### config.mk
export PLATFORM = sky130hd
export DESIGN_NAME = iterative_divider_flat
export DESIGN_NICKNAME = d
export VERILOG_FILES = /design/src/rtl/iterative_divider_if.sv /design/src/rtl/iterative_divider.sv /design/src/flat_wrapper.sv
export SDC_FILE = /design/constraint.sdc
export NUM_CORES = 1
export LEC_CHECK = 0
export BUFFER_PORTS_ARGS = -buffer_cell sky130_fd_sc_hd__buf_4
export CORE_MARGIN = 2
export CORE_UTILIZATION = 45
export DETAILED_ROUTE_END_ITERATION = 10
export GPL_TIMING_DRIVEN = 0
export PLACE_DENSITY = 0.76
export SLEW_MARGIN = 10
export SYNTH_ARGS = -nofsm -noshare
export SYNTH_HDL_FRONTEND = slang
export SYNTH_SLANG_ARGS = --single-unit
### constraint.sdc
create_clock -name clk -period 6.3 [get_ports clk]
set_input_delay 0.315 -clock clk [delete_from_list [all_inputs] [get_ports clk]]
set_output_delay 0.315 -clock clk [all_outputs]
set_load 0.01 [all_outputs]
### src/rtl/iterative_divider_if.sv
// ---------------------------------------------------------------------------
// iterative_divider_if
// Operand/result bundle between the execute stage and the iterative divider.
//
// Signals:
//   in_valid / in_ready    request handshake (requester -> divider)
//   dividend, divisor      operands, WIDTH bits
//   is_signed              1 = two's-complement operands, 0 = unsigned
//   out_valid / out_ready  result handshake (divider -> consumer)
//   quotient, remainder    registered results, WIDTH bits
//   busy                   divider is working on or holding a result
//
// Modports:
//   slave  - divider side
//   master - requester/consumer side
// ---------------------------------------------------------------------------
interface iterative_divider_if #(
  parameter int WIDTH = 32
);
  logic             in_valid;
  logic             in_ready;
  logic [WIDTH-1:0] dividend;
  logic [WIDTH-1:0] divisor;
  logic             is_signed;
  logic             out_valid;
  logic             out_ready;
  logic [WIDTH-1:0] quotient;
  logic [WIDTH-1:0] remainder;
  logic             busy;

  modport slave (
    input  in_valid, dividend, divisor, is_signed, out_ready,
    output in_ready, out_valid, quotient, remainder, busy
  );

  modport master (
    output in_valid, dividend, divisor, is_signed, out_ready,
    input  in_ready, out_valid, quotient, remainder, busy
  );
endinterface

### src/rtl/iterative_divider.sv
// ---------------------------------------------------------------------------
// iterative_divider
// Sequential radix-2 restoring divider with RISC-V M-extension semantics
// (DIV/DIVU/REM/REMU), producing one quotient bit per clock.
//
// Ports:
//   clk   clock, all state changes on the rising edge
//   rst   asynchronous, active-high reset
//   bus   iterative_divider_if.slave: operand handshake (in_valid/in_ready,
//         dividend, divisor, is_signed), result handshake (out_valid/
//         out_ready, quotient, remainder) and busy status
//
// Flow: IDLE -> CALC (WIDTH iterations) -> FIX (apply signs) -> DONE.
// Divide-by-zero and signed overflow skip CALC and produce their fixed
// results with a one-cycle latency.
// ---------------------------------------------------------------------------
module iterative_divider #(
  parameter int WIDTH = 32
) (
  input  logic                clk,
  input  logic                rst,
  iterative_divider_if.slave  bus
);

  localparam int CNT_W = $clog2(WIDTH + 1);

  localparam logic [1:0] S_IDLE = 2'd0;
  localparam logic [1:0] S_CALC = 2'd1;
  localparam logic [1:0] S_FIX  = 2'd2;
  localparam logic [1:0] S_DONE = 2'd3;

  localparam logic [WIDTH-1:0] MIN_NEG   = {1'b1, {(WIDTH-1){1'b0}}};
  localparam logic [CNT_W-1:0] LAST_ITER = CNT_W'(WIDTH - 1);

  logic [1:0]       state;
  logic [WIDTH-1:0] rem;
  logic [WIDTH-1:0] dvd;
  logic [WIDTH-1:0] divisor_mag;
  logic [WIDTH-1:0] quotient_q;
  logic [WIDTH-1:0] remainder_q;
  logic [CNT_W-1:0] count;
  logic             neg_q;
  logic             neg_r;
  logic             special;

  logic             accept;
  logic             div_by_zero;
  logic             overflow;
  logic [WIDTH-1:0] dividend_mag_in;
  logic [WIDTH-1:0] divisor_mag_in;
  logic [WIDTH:0]   rem_shift;
  logic [WIDTH:0]   trial;

  // Accept decode and special-case detection look at the raw operands on
  // the bus; they only matter on the accepting edge.
  assign accept      = bus.in_valid && (state == S_IDLE);
  assign div_by_zero = (bus.divisor == '0);
  assign overflow    = bus.is_signed && (bus.dividend == MIN_NEG) &&
                       (bus.divisor == '1);

  // Magnitudes of the incoming operands. The most negative value maps onto
  // itself, which is still the correct unsigned magnitude.
  assign dividend_mag_in = (bus.is_signed && bus.dividend[WIDTH-1]) ?
                           -bus.dividend : bus.dividend;
  assign divisor_mag_in  = (bus.is_signed && bus.divisor[WIDTH-1]) ?
                           -bus.divisor : bus.divisor;

  // One restoring step. The stored remainder is always below the divisor
  // magnitude, so it fits in WIDTH bits; only the shifted trial value needs
  // the extra bit, whose borrow tells us whether the subtraction went
  // negative.
  assign rem_shift = {rem, dvd[WIDTH-1]};
  assign trial     = rem_shift - {1'b0, divisor_mag};

  assign bus.in_ready  = (state == S_IDLE);
  assign bus.out_valid = (state == S_DONE);
  assign bus.busy      = (state != S_IDLE);
  assign bus.quotient  = quotient_q;
  assign bus.remainder = remainder_q;

  // Main controller and datapath. The dividend register doubles as the
  // quotient register: each iteration shifts one dividend bit out of the top
  // and one quotient bit into the bottom. Special cases load their results
  // at accept and pass through FIX untouched, so they appear one edge later.
  always_ff @(posedge clk or posedge rst) begin
    if (rst) begin
      state       <= S_IDLE;
      rem         <= '0;
      dvd         <= '0;
      divisor_mag <= '0;
      quotient_q  <= '0;
      remainder_q <= '0;
      count       <= '0;
      neg_q       <= 1'b0;
      neg_r       <= 1'b0;
      special     <= 1'b0;
    end else begin
      case (state)
        S_IDLE: begin
          if (accept) begin
            if (div_by_zero || overflow) begin
              quotient_q  <= div_by_zero ? '1 : MIN_NEG;
              remainder_q <= div_by_zero ? bus.dividend : '0;
              special     <= 1'b1;
              state       <= S_FIX;
            end else begin
              dvd         <= dividend_mag_in;
              divisor_mag <= divisor_mag_in;
              neg_q       <= bus.is_signed &&
                             (bus.dividend[WIDTH-1] ^ bus.divisor[WIDTH-1]);
              neg_r       <= bus.is_signed && bus.dividend[WIDTH-1];
              rem         <= '0;
              count       <= '0;
              special     <= 1'b0;
              state       <= S_CALC;
            end
          end
        end

        S_CALC: begin
          if (!trial[WIDTH]) begin
            rem <= trial[WIDTH-1:0];
            dvd <= {dvd[WIDTH-2:0], 1'b1};
          end else begin
            rem <= rem_shift[WIDTH-1:0];
            dvd <= {dvd[WIDTH-2:0], 1'b0};
          end
          count <= count + 1'b1;
          if (count == LAST_ITER) begin
            state <= S_FIX;
          end
        end

        S_FIX: begin
          if (!special) begin
            quotient_q  <= neg_q ? -dvd : dvd;
            remainder_q <= neg_r ? -rem : rem;
          end
          state <= S_DONE;
        end

        S_DONE: begin
          if (bus.out_ready) begin
            state <= S_IDLE;
          end
        end

        default: state <= S_IDLE;
      endcase
    end
  end

endmodule

### src/flat_wrapper.sv
// flat-port wrapper written by rule: the top's interface ports become plain ports
module iterative_divider_flat 
#(
  parameter int WIDTH = 32
)
  (clk, rst, bus_in_valid, bus_dividend, bus_divisor, bus_is_signed, bus_out_ready, bus_in_ready, bus_out_valid, bus_quotient, bus_remainder, bus_busy);
  iterative_divider_if #(.WIDTH(WIDTH)) bus_i ();
  input  logic clk;
  input  logic rst;
  input wire logic [$bits(bus_i.in_valid)-1:0] bus_in_valid;
  input wire logic [$bits(bus_i.dividend)-1:0] bus_dividend;
  input wire logic [$bits(bus_i.divisor)-1:0] bus_divisor;
  input wire logic [$bits(bus_i.is_signed)-1:0] bus_is_signed;
  input wire logic [$bits(bus_i.out_ready)-1:0] bus_out_ready;
  output wire logic [$bits(bus_i.in_ready)-1:0] bus_in_ready;
  output wire logic [$bits(bus_i.out_valid)-1:0] bus_out_valid;
  output wire logic [$bits(bus_i.quotient)-1:0] bus_quotient;
  output wire logic [$bits(bus_i.remainder)-1:0] bus_remainder;
  output wire logic [$bits(bus_i.busy)-1:0] bus_busy;
  assign bus_i.in_valid = bus_in_valid;
  assign bus_i.dividend = bus_dividend;
  assign bus_i.divisor = bus_divisor;
  assign bus_i.is_signed = bus_is_signed;
  assign bus_i.out_ready = bus_out_ready;
  assign bus_in_ready = bus_i.in_ready;
  assign bus_out_valid = bus_i.out_valid;
  assign bus_quotient = bus_i.quotient;
  assign bus_remainder = bus_i.remainder;
  assign bus_busy = bus_i.busy;
  iterative_divider #(.WIDTH(WIDTH)) u_core (.clk(clk), .rst(rst), .bus(bus_i));
endmodule
==> results of run 1 <==
-- state kept, by name (all words and copies together), names as in the netlist --
name                  flops
u_core.neg_r              1
u_core.rem               32
u_core.count              6
u_core.neg_q              1
u_core.bus.remainder     32
u_core.dvd               32
u_core.bus.quotient      32
u_core.special            1
u_core.state              2
u_core.divisor_mag       32
-- how the worst max path moves through the flow --
stage / cells after the start / slack, ns / start / to
after global placement: 2 / -0.44 / rst / u_core.divisor_mag[26]
after CTS: 13 / 2.07 / u_core.dvd[31] / u_core.rem[5]
after floorplan: 1 / 1.35 / rst / u_core.bus.quotient[0]
final: 13 / 2.10 / u_core.dvd[31] / u_core.rem[5]
after global routing: 13 / 1.77 / u_core.dvd[31] / u_core.rem[5]
after detailed placement: 13 / 2.10 / u_core.dvd[31] / u_core.rem[5]
-- area by class of cell --
type,instances,area [µm²],area share [%]
inverters,56,218,1.57
flip-flops and latches,171,4280,30.9
well taps,335,419,3.03
clock buffers,17,425,3.07
repair buffers,135,1040,7.49
plain buffers,82,357,2.58
clock inverters,15,168,1.21
multi-input cells,1068,6930,50.1
-- through the flow --
| stage | power (mW) | setup WS, ns | cells |
|---|---|---|---|
| 4_1_cts | 6.90 | 2.07 | 1879 |
| 2_1_floorplan | 4.54 | 1.35 | 1377 |
| 6_report | 6.94 | 2.10 | 1879 |
| 3_3_place_gp | 5.74 | -0.441 | 1845 |
| 3_5_place_dp | 5.82 | 2.10 | 1846 |
| 5_1_grt | 7.42 | 1.77 | 1879 |
-- timing repair --
item | 4_1_cts | 5_1_grt
endpoints found under the hold margin | 63 | 0
hold buffers | 1 | 0
resized for setup | 0 | 0
-- power by group --
group          internal [mW]  switching [mW]  total, mW
clock                  0.535           0.526       1.06
combinational           1.58            2.34       3.93
sequential              1.54           0.407       1.95
total                   3.66            3.28       6.94
-- worst max-delay path: stages (launching register included) --
cell	delay, ns
dfrtp_1	0.35
inv_1	0.10
ha_1	0.22
fa_1	0.40
nand2b_1	0.18
a21oi_1	0.24
o211ai_1	0.21
nand3_1	0.13
a21o_1	0.20
a221oi_1	0.14
xnor2_1	0.79
clkbuf_1	0.69
mux2i_1	0.28
o21ai_0	0.11
-- metal layers --
| layer | vias up | part of all wire [%] | GRT usage, % |
|---|---|---|---|
| li1 | 5271 | - | - |
| met3 | 87 | 5.7 | 4.58 |
| met5 | - | 0 | 0 |
| met2 | 381 | 47 | 42.5 |
| met1 | 5255 | 42 | 33.1 |
| met4 | 0 | 4.6 | 13.3 |
-- logic make-up after synthesis --
kind of cell    synth area share [%]
simple gates                    17.3
compound gates                  23.5
buf+inv                         4.81
fa+ha+maj                       4.63
flops                           36.3
mux                             2.40
xor+xnor                        11.0
-- cells in the final DEF, fill, tap and decap left out, drive strengths merged, types with 64 or more instances in the layout --
master	count
a21oi	97
buf	154
clkbuf	79
dfrtp	171
inv	65
nand2	124
nor2	154
o21ai	112
xnor2	84
xor2	64
==> results.sh, run 1 <==
export IMPL_cp_data_arrival_time_ns=4.51
export IMPL_crit_required_ns=6.60
export IMPL_wl_um=35900
export IMPL_drt_first_pass_iters=5
export IMPL_synth_flop_cell="dfrtp_1"
export IMPL_clock_sinks=171
export IMPL_timing_hold_violations_final=0
export IMPL_cts_made_buffers=17
export IMPL_finalHoldWorstSlack_ns=0.156
export IMPL_diodes=0
export IMPL_core_area_mm2=0.0259
export IMPL_cap_violations=0
export IMPL_placed_area_mm2=0.0132
export IMPL_grt_ovfl_total=0
export IMPL_irDropWorstVdd_uv=236
export IMPL_synth_top_cells_by_count="dfrtp_1 (171), nor2_1 (154), nand2_1 (124), o21ai_0 (111), a21oi_1 (97)"
export IMPL_min_delay_start="bus_dividend[26]"
export IMPL_fmax_mhz=238
export IMPL_cts_tree="done"
export IMPL_wl_per_cell_um=19.1
export IMPL_postCtsSetupBuffers=0
export IMPL_drtAntennaViolNets=0
export IMPL_final_layout_size_suffix_gt1_share_pct=13.7
export IMPL_ios=136
export IMPL_area_growth_pct=17.5
export IMPL_setup_tns_ns=0
export IMPL_skew_ns=0.0142
export IMPL_whs_path_depth=3
export IMPL_ys_top_cells_by_area="dfrtp_1 (36%), xnor2_1 (6.2%), nor2_1 (4.9%)"
export IMPL_clockBufferDepth=2
export IMPL_stdcell_area_mm2=0.0138
export IMPL_ys_seq_elements=171
export IMPL_worstSkewPairLatency_ns=0.45
export IMPL_hold_class="in -> reg"
export IMPL_die_area_mm2=0.0275
export IMPL_worst_path_max_fanout=10
export IMPL_worstSetupEndpointType="flop"
export IMPL_grt_max_degree=109
export IMPL_reg2reg_from="u_core.dvd[31]"
export IMPL_rr_worst_depth=13
export IMPL_die_height_um=166
export IMPL_drt_iter0_drc=680
export IMPL_rows=59
export IMPL_r2r_setup_slack_ns=2.10
export IMPL_syn_inst=1377
export IMPL_synth_cell_types=65
export IMPL_slew_headroom_pct=34.2
export IMPL_r2r_end="u_core.rem[5]"
export IMPL_grt_pass1_wl_um=57100
export IMPL_worstHoldEndpoint="u_core.bus.remainder[26]"
export IMPL_fin_crit_ns=4.20
export IMPL_n_fill_cell=2394
export IMPL_fp_dieW_um=166
export IMPL_tightestPinTransition_ns=0.981
export IMPL_clkTransAtPathRegs_ns=0.07
export IMPL_io_buffer_count=133
export IMPL_syn_nets=1489
export IMPL_clockRootBuffer="clkbuf_16"
export IMPL_power_density_mw_per_mm2=501
export IMPL_rsz0062_at_grt="false"
export IMPL_drc=0
export IMPL_synth_largest_area_cell="dfrtp_1"
export IMPL_utilization_pct=53.4
export IMPL_synth_top_area_share_pct=36.3
export IMPL_status="finished, final reports clean"
export IMPL_ys_seq_area_share_pct=36.3
export IMPL_antenna_found_initial=0
export IMPL_hpwl_um=28200
export IMPL_drv_slew=0
export IMPL_vias=11000
export IMPL_ys_async_sr_fraction_pct=100
export IMPL_globalplace_congestion=0.938
export IMPL_synth_edf_count=0
export IMPL_grt_pass1_vias=10600
export IMPL_initial_utilization_pct=45.5
export IMPL_cellLeakagePower_nw=6.13
export IMPL_critPathKind="reg -> reg"
export IMPL_synth_warnings=0
export IMPL_track_usage_pct=26.0
export IMPL_via_per_inst=5.85
export IMPL_syn_area_mm2=0.0118
export IMPL_htree_levels=4
export IMPL_nets=1643
export IMPL_yosysMostFrequentCell="dfrtp_1"
export IMPL_timing_final_crit_share_pct=66.7
export IMPL_cp_start_kind="flop"
export IMPL_setup_viol=0
export IMPL_syn_area_per_cell_um2=8.55
Power figures use the tool's default switching activity.
==> run 2: changes to the inputs <==
clock period = 4.3 ns   (was 6.3 ns; I/O delays follow)
==> run 2 against run 1 <==
  * Routed wire length down 1.8%
  * Worst hold slack got worse by 0.11 ns
  * Total power grew 46%
  * Fmax increased by 7.2%
  * Combinational power increased by 46%
  * Sequential share of layout area shrank 0.13 points
  * Register-to-register slack got worse by 1.7 ns
  * Setup slack got worse by 1.7 ns
  * Largest power group unchanged
==> results.sh, run 2 (synthesis gave the netlist of run 1 again) <==
export IMPL_cp_data_arrival_time_ns=4.23
export IMPL_clkTransAtPathRegs_ns=0.07
export IMPL_whs_path_depth=2
export IMPL_met2WireLength_um=16500
export IMPL_clock_sinks=171
export IMPL_rows=59
export IMPL_final_layout_size_suffix_gt1_share_pct=14.0
export IMPL_n_fill_cell=2414
export IMPL_track_usage_pct=26.0
export IMPL_power_frac_comb_pct=56.7
export IMPL_drt_iter0_drc=1017
export IMPL_grt_max_degree=35
export IMPL_cp_start_kind="flop"
export IMPL_wl_per_cell_um=18.8
export IMPL_worstSkewPairLatency_ns=0.45
export IMPL_switching_power_mw=4.75
export IMPL_die_height_um=166
export IMPL_worst_path_max_fanout=10
export IMPL_status="finished, final reports clean"
export IMPL_irDropWorstVdd_uv=352
export IMPL_drv_slew=0
export IMPL_p_clk_share_pct=15.1
export IMPL_clockBufferDepth=2
export IMPL_wl_um=35300
export IMPL_fp_dieW_um=166
export IMPL_worstSetupEndpointType="flop"
export IMPL_diodes=0
export IMPL_io_buffer_count=133
export IMPL_tightestPinTransition_ns=0.949
export IMPL_ios=136
export IMPL_seq_power_share_pct=28.2
export IMPL_layout_commonest_cell="dfrtp_1"
export IMPL_initial_utilization_pct=45.5
export IMPL_crit_required_ns=4.61
export IMPL_fin_ws_ns=0.381
export IMPL_drt_first_pass_iters=5
export IMPL_setup_viol=0
export IMPL_layout_common_cells="dfrtp_1 (171), nor2_1 (154), buf_4 (133), nand2_1 (124), o21ai_0 (111)"
export IMPL_multi_input_area_mm2=0.00694
export IMPL_finalHoldWorstSlack_ns=0.0449
export IMPL_hold_class="in -> reg"
export IMPL_grt_pass1_wl_um=57500
export IMPL_timing_hold_violations_final=0
export IMPL_postCtsSetupBuffers=0
export IMPL_fin_crit_ns=3.92
export IMPL_nets=1647
export IMPL_met3_length_um=2100
export IMPL_vias=11000
export IMPL_slew_headroom_pct=36.3
export IMPL_core_area_mm2=0.0259
export IMPL_antenna_found_initial=0
export IMPL_clockRootBuffer="clkbuf_16"
export IMPL_switching_share_pct=47.0
export IMPL_pre_cts_slack_ns=0.104
export IMPL_grt_pass1_vias=10800
export IMPL_power_density_mw_per_mm2=728
export IMPL_utilization_pct=53.6
export IMPL_cellLeakagePower_nw=6.16
export IMPL_drc=0
export IMPL_htree_levels=4
export IMPL_rsz0062_at_grt="false"
export IMPL_cts_made_buffers=17
export IMPL_routed_top_layer="met4"
export IMPL_setup_tns_ns=0
export IMPL_grt_ovfl_total=0
export IMPL_skew_ns=0.0139
export IMPL_rr_worst_depth=13
export IMPL_wirelength_met1_um=15000
export IMPL_via_per_inst=5.82
export IMPL_area_growth_pct=17.9
export IMPL_finalPower_mw=10.1
export IMPL_p_int_mw=5.36
export IMPL_hpwl_um=28000
export IMPL_drtAntennaViolNets=0
export IMPL_fmax_mhz=255
export IMPL_timing_final_crit_share_pct=91.1
export IMPL_die_area_mm2=0.0275
export IMPL_cts_tree="done"
export IMPL_critPathKind="reg -> reg"
export IMPL_seq_area_mm2=0.00428
export IMPL_cap_violations=0
export IMPL_globalplace_congestion=0.947
run 2: changes by cell type in the layout (fill, tap and decap cells not counted):
cell	before	now
buf_12	0	5
buf_16	1	0
clkbuf_1	62	61
clkbuf_2	0	1
clkinv_8	3	1
clkinvlp_4	1	3
inv_6	3	6
inv_8	7	4
xnor2_1	84	83
xnor2_2	0	1
run 2: cell type report:
type,count,share of cell area (%)
flip-flops and latches,171,30.8
clock buffers,17,3.06
repair buffers,139,7.98
inverters,56,1.54
well taps,335,3.02
plain buffers,82,2.58
multi-input cells,1068,50.0
clock inverters,15,1.05
run 2: power groups by stage:
stage	Combinational, mW	Clock [mW]	Sequential [mW]
detailed placement	5.65	0	2.86
global placement	5.54	0	2.84
floorplan	3.83	0	2.83
CTS	5.68	1.53	2.83
global route	6.32	1.60	2.94
finish	5.73	1.53	2.85
run 2: critical path, cell delays in order (launching register included):
cell and delay [ns]:
dfrtp_1 0.39, inv_1 0.15, ha_1 0.22, fa_1 0.22, nand2b_1 0.14, a21oi_1 0.11, o211ai_1 0.34, nand3_1 0.13
a21o_1 0.25, a221oi_1 0.56, xnor2_2 0.32, clkbuf_1 0.60, mux2i_1 0.27, o21ai_0 0.09
run 2: per-stage QoR:
step           cells  instance area, µm²
3_5_place_dp    1850               13300
3_3_place_gp    1845               13200
6_report        1883               13900
5_1_grt         1883               13900
2_1_floorplan   1377               11800
4_1_cts         1883               13900
run 2: routing by layer:
metal	up-vias	track usage, %
met5	-	0
met4	0	13.0
met3	92	4.03
met2	424	42.1
li1	5283	-
met1	5161	33.9
run 2: final timing paths:
check                                        start                       to  slack [ns]
min                                 bus_divisor[0]    u_core.divisor_mag[0]        0.04
min in group asynchronous                      rst  u_core.bus.quotient[20]        0.36
max                                 u_core.dvd[31]           u_core.rem[21]        0.38
min reg2reg                u_core.bus.quotient[22]  u_core.bus.quotient[22]        0.48
max in group asynchronous                      rst   u_core.divisor_mag[21]        2.69
max reg2reg                         u_core.dvd[31]           u_core.rem[21]        0.38
run 2: repair_timing:
action,in CTS,in global routing
endpoints found under the hold margin,19,0
hold buffers,1,0
endpoints found under the setup margin,0,20
gates resized for setup,0,3
==> run 3: changes to the inputs <==
ABC_AREA = 1   (was not set)
PLACE_DENSITY = 0.75   (was 0.76)
==> run 3 against run 2 <==
  * Worst hold slack got worse by 0.0098 ns
  * Register-to-register slack improved by 0.95 ns
  * Cell area increased by 17%
  * Sequential power increased by 6%
  * Sequential share of layout area decreased by 4.5 points
  * Largest cell class unchanged
  * Largest power group unchanged
  * Highest routed layer is now met5
==> results.sh, run 3 <==
export IMPL_status="finished, final reports clean"
export IMPL_final_layout_size_suffix_gt1_share_pct=9.33
export IMPL_clock_sinks=171
export IMPL_path_cells="inv_1 -> ha_1 -> fa_1 -> inv_1 -> nand2_1 -> nand2_1 -> nand3_1 -> nand2_1 -> nand2_1 -> nand2_1 -> nand2_1 -> nand3_1 -> nand2_1 -> nand2_1 -> nand3_1"
export IMPL_htree_levels=4
export IMPL_utilization_pct=53.1
export IMPL_drv_slew=0
export IMPL_fmax_mhz=336
export IMPL_cpMaxStageDelayCell="fa_1"
export IMPL_slew_headroom_pct=40.5
export IMPL_syn_area_per_cell_um2=6.04
export IMPL_critPathTopFamily="simple AND/OR/NAND/NOR gates"
export IMPL_globalplace_congestion=0.977
export IMPL_setup_viol=0
export IMPL_cts_made_buffers=17
export IMPL_cap_violations=0
export IMPL_via_per_inst=5.32
export IMPL_die_area_mm2=0.0326
export IMPL_rsz0062_at_grt="false"
export IMPL_synth_top_area_share_pct=30.5
export IMPL_crit_required_ns=4.64
export IMPL_cp_start_kind="flop"
export IMPL_grt_pass1_vias=14400
export IMPL_worstSetupEndpointType="flop"
export IMPL_timing_hold_violations_final=0
export IMPL_synth_edf_count=0
export IMPL_synth_flop_cell="dfrtp_1"
export IMPL_placed_area_mm2=0.0156
export IMPL_track_usage_pct=30.4
export IMPL_drc=0
export IMPL_worstHoldEndpoint="u_core.divisor_mag[30]"
export IMPL_rows=64
export IMPL_grt_ovfl_total=0
export IMPL_tightestPinTransition_ns=0.892
export IMPL_core_area_mm2=0.0307
export IMPL_cpMostUsedCell="nand2_1"
export IMPL_r2r_end="u_core.dvd[0]"
export IMPL_ys_seq_area_share_pct=30.5
export IMPL_syn_inst=2323
export IMPL_syn_area_mm2=0.0140
export IMPL_grt_max_degree=39
export IMPL_r2r_setup_slack_ns=1.33
export IMPL_drt_first_pass_iters=6
export IMPL_wl_um=48900
export IMPL_antenna_found_initial=1
export IMPL_synth_top_cells_by_count="nand2_1 (813), inv_1 (336), nand3_1 (301), nor2_1 (221), dfrtp_1 (171)"
export IMPL_grt_pass1_wl_um=77700
export IMPL_yosysMostFrequentCell="nand2_1"
export IMPL_ios=136
export IMPL_nets=2596
export IMPL_min_delay_start="bus_divisor[30]"
export IMPL_layout_common_cells="nand2_1 (813), inv_1 (335), nand3_1 (301), nor2_1 (221), dfrtp_1 (171)"
export IMPL_io_buffer_count=135
export IMPL_area_growth_pct=16.0
export IMPL_drt_iter0_drc=1734
export IMPL_synth_warnings=0
export IMPL_drtAntennaViolNets=0
export IMPL_setup_tns_ns=0
export IMPL_wl_per_cell_um=16.9
export IMPL_worst_path_buf_inv=2
export IMPL_pre_cts_slack_ns=1.38
export IMPL_die_height_um=181
export IMPL_hpwl_um=40300
export IMPL_initial_utilization_pct=45.8
export IMPL_vias=15400
export IMPL_ys_top_cells_by_area="dfrtp_1 (30%), nand2_1 (22%), nand3_1 (11%)"
export IMPL_worstSkewPairLatency_ns=0.47
export IMPL_cpPeakStageDelay_ns=0.40
export IMPL_cts_resized=0
export IMPL_synth_cell_types=41
export IMPL_power_density_mw_per_mm2=831
export IMPL_rr_worst_depth=15
export IMPL_clkTransAtPathRegs_ns=0.07
export IMPL_fin_ws_ns=1.33
export IMPL_synth_largest_area_cell="dfrtp_1"
export IMPL_cp_data_arrival_time_ns=3.31
export IMPL_worst_path_max_fanout=8
export IMPL_clockBufferDepth=2
export IMPL_critPathKind="reg -> reg"
export IMPL_cellLeakagePower_nw=8.81
export IMPL_timing_final_crit_share_pct=69.2
export IMPL_syn_nets=2435
export IMPL_whs_path_depth=4
export IMPL_clockRootBuffer="clkbuf_16"
export IMPL_stdcell_area_mm2=0.0163
export IMPL_skew_ns=0.0201
export IMPL_hold_class="in -> reg"
export IMPL_fp_dieW_um=181
export IMPL_reg2reg_from="u_core.dvd[31]"
export IMPL_irDropWorstVdd_uv=425
export IMPL_cts_tree="done"
export IMPL_fin_crit_ns=2.97
export IMPL_ys_async_sr_fraction_pct=100
export IMPL_ys_seq_elements=171
export IMPL_layout_commonest_cell="nand2_1"
==> run 3: cell types whose count changed in the layout (fill, tap and decap cells not counted), sizes merged, moves of 26 or more <==
cell,change
nor2,+71
xnor2,-66
xor2,-28
a21o,-27
nand2,+694
nand3,+273
clkbuf,-31
inv,+275
mux2i,-26
==> run 3: routing by layer <==
metal / part of all wire (%) / wire, µm / vias to the layer above / global-route usage [%]
li1: - / - / 7636 / -
met1: 47 / 23200 / 7113 / 44.7
met2: 42 / 20300 / 588 / 44.6
met3: 9.1 / 4470 / 62 / 6.85
met4: 1.9 / 945 / 2 / 8.35
met5: 0.027 / 13 / - / 0
==> run 3: area by class of cell <==
class | instances | area (µm²)
clock inverter | 13 | 168
tap | 396 | 495
clock buffer | 19 | 443
timing repair buffer | 142 | 1130
multi-input combinational | 1740 | 8130
buffer | 72 | 352
fill | 3242 | 14400
antenna | 1 | 2.50
inverter | 340 | 1280
sequential | 171 | 4280
==> run 3: through the flow <==
step                      power [mW]  instances  hold WS [ns]
after floorplan                 8.92       2323         0.348
after detailed placement        11.7       2859         0.172
final                           13.5       2894        0.0351
after global placement          11.6       2854         0.461
after global routing            14.8       2893        0.0520
after CTS                       13.4       2893        0.0254
==> run 3: worst reg2reg max path, stage by stage, from the launching register on <==
cell	delay [ns]
dfrtp_1	0.37
inv_1	0.17
ha_1	0.27
fa_1	0.40
inv_1	0.14
nand2_1	0.06
nand2_1	0.07
nand3_1	0.07
nand2_1	0.14
nand2_1	0.11
nand2_1	0.11
nand2_1	0.12
nand3_1	0.22
nand2_1	0.23
nand2_1	0.28
nand3_1	0.10
==> run 3: logic make-up after synthesis <==
logic type               after synthesis  synth area share [%]
AO/OA/AOI/OAI                        226                  8.38
XOR/XNOR                              54                  3.37
AND/OR/NAND/NOR                     1417                  42.3
buffers and inverters                412                  11.6
flip-flops                           171                  30.5
adder cells (fa/ha/maj)               43                  3.89
==> run 3: worst max path at each step <==
| stage | from | end | slack, ns | cells past startpoint |
|---|---|---|---|---|
| 6_report | u_core.dvd[31] | u_core.dvd[0] | 1.33 | 15 |
| 3_3_place_gp | rst | u_core.count[4] | 0.77 | 2 |
| 4_1_cts | u_core.dvd[31] | u_core.dvd[0] | 1.37 | 15 |
| 2_1_floorplan | rst | u_core.bus.quotient[0] | 1.90 | 1 |
| 5_1_grt | u_core.dvd[31] | u_core.dvd[0] | 1.12 | 15 |
| 3_5_place_dp | u_core.dvd[31] | u_core.dvd[0] | 1.38 | 15 |
==> run 3: what timing repair did <==
action,in CTS,in global routing
buffers inserted,0,0
hold buffers,2,0
setup endpoints to repair,0,0
endpoints found under the hold margin,37,0
==> run 3: power breakdown <==
part           switching (mW)  internal (mW)  total (mW)
Clock                   0.721          0.933        1.65
Sequential              0.699           2.32        3.02
Combinational            5.88           2.97        8.85
Total                    7.30           6.23        13.5
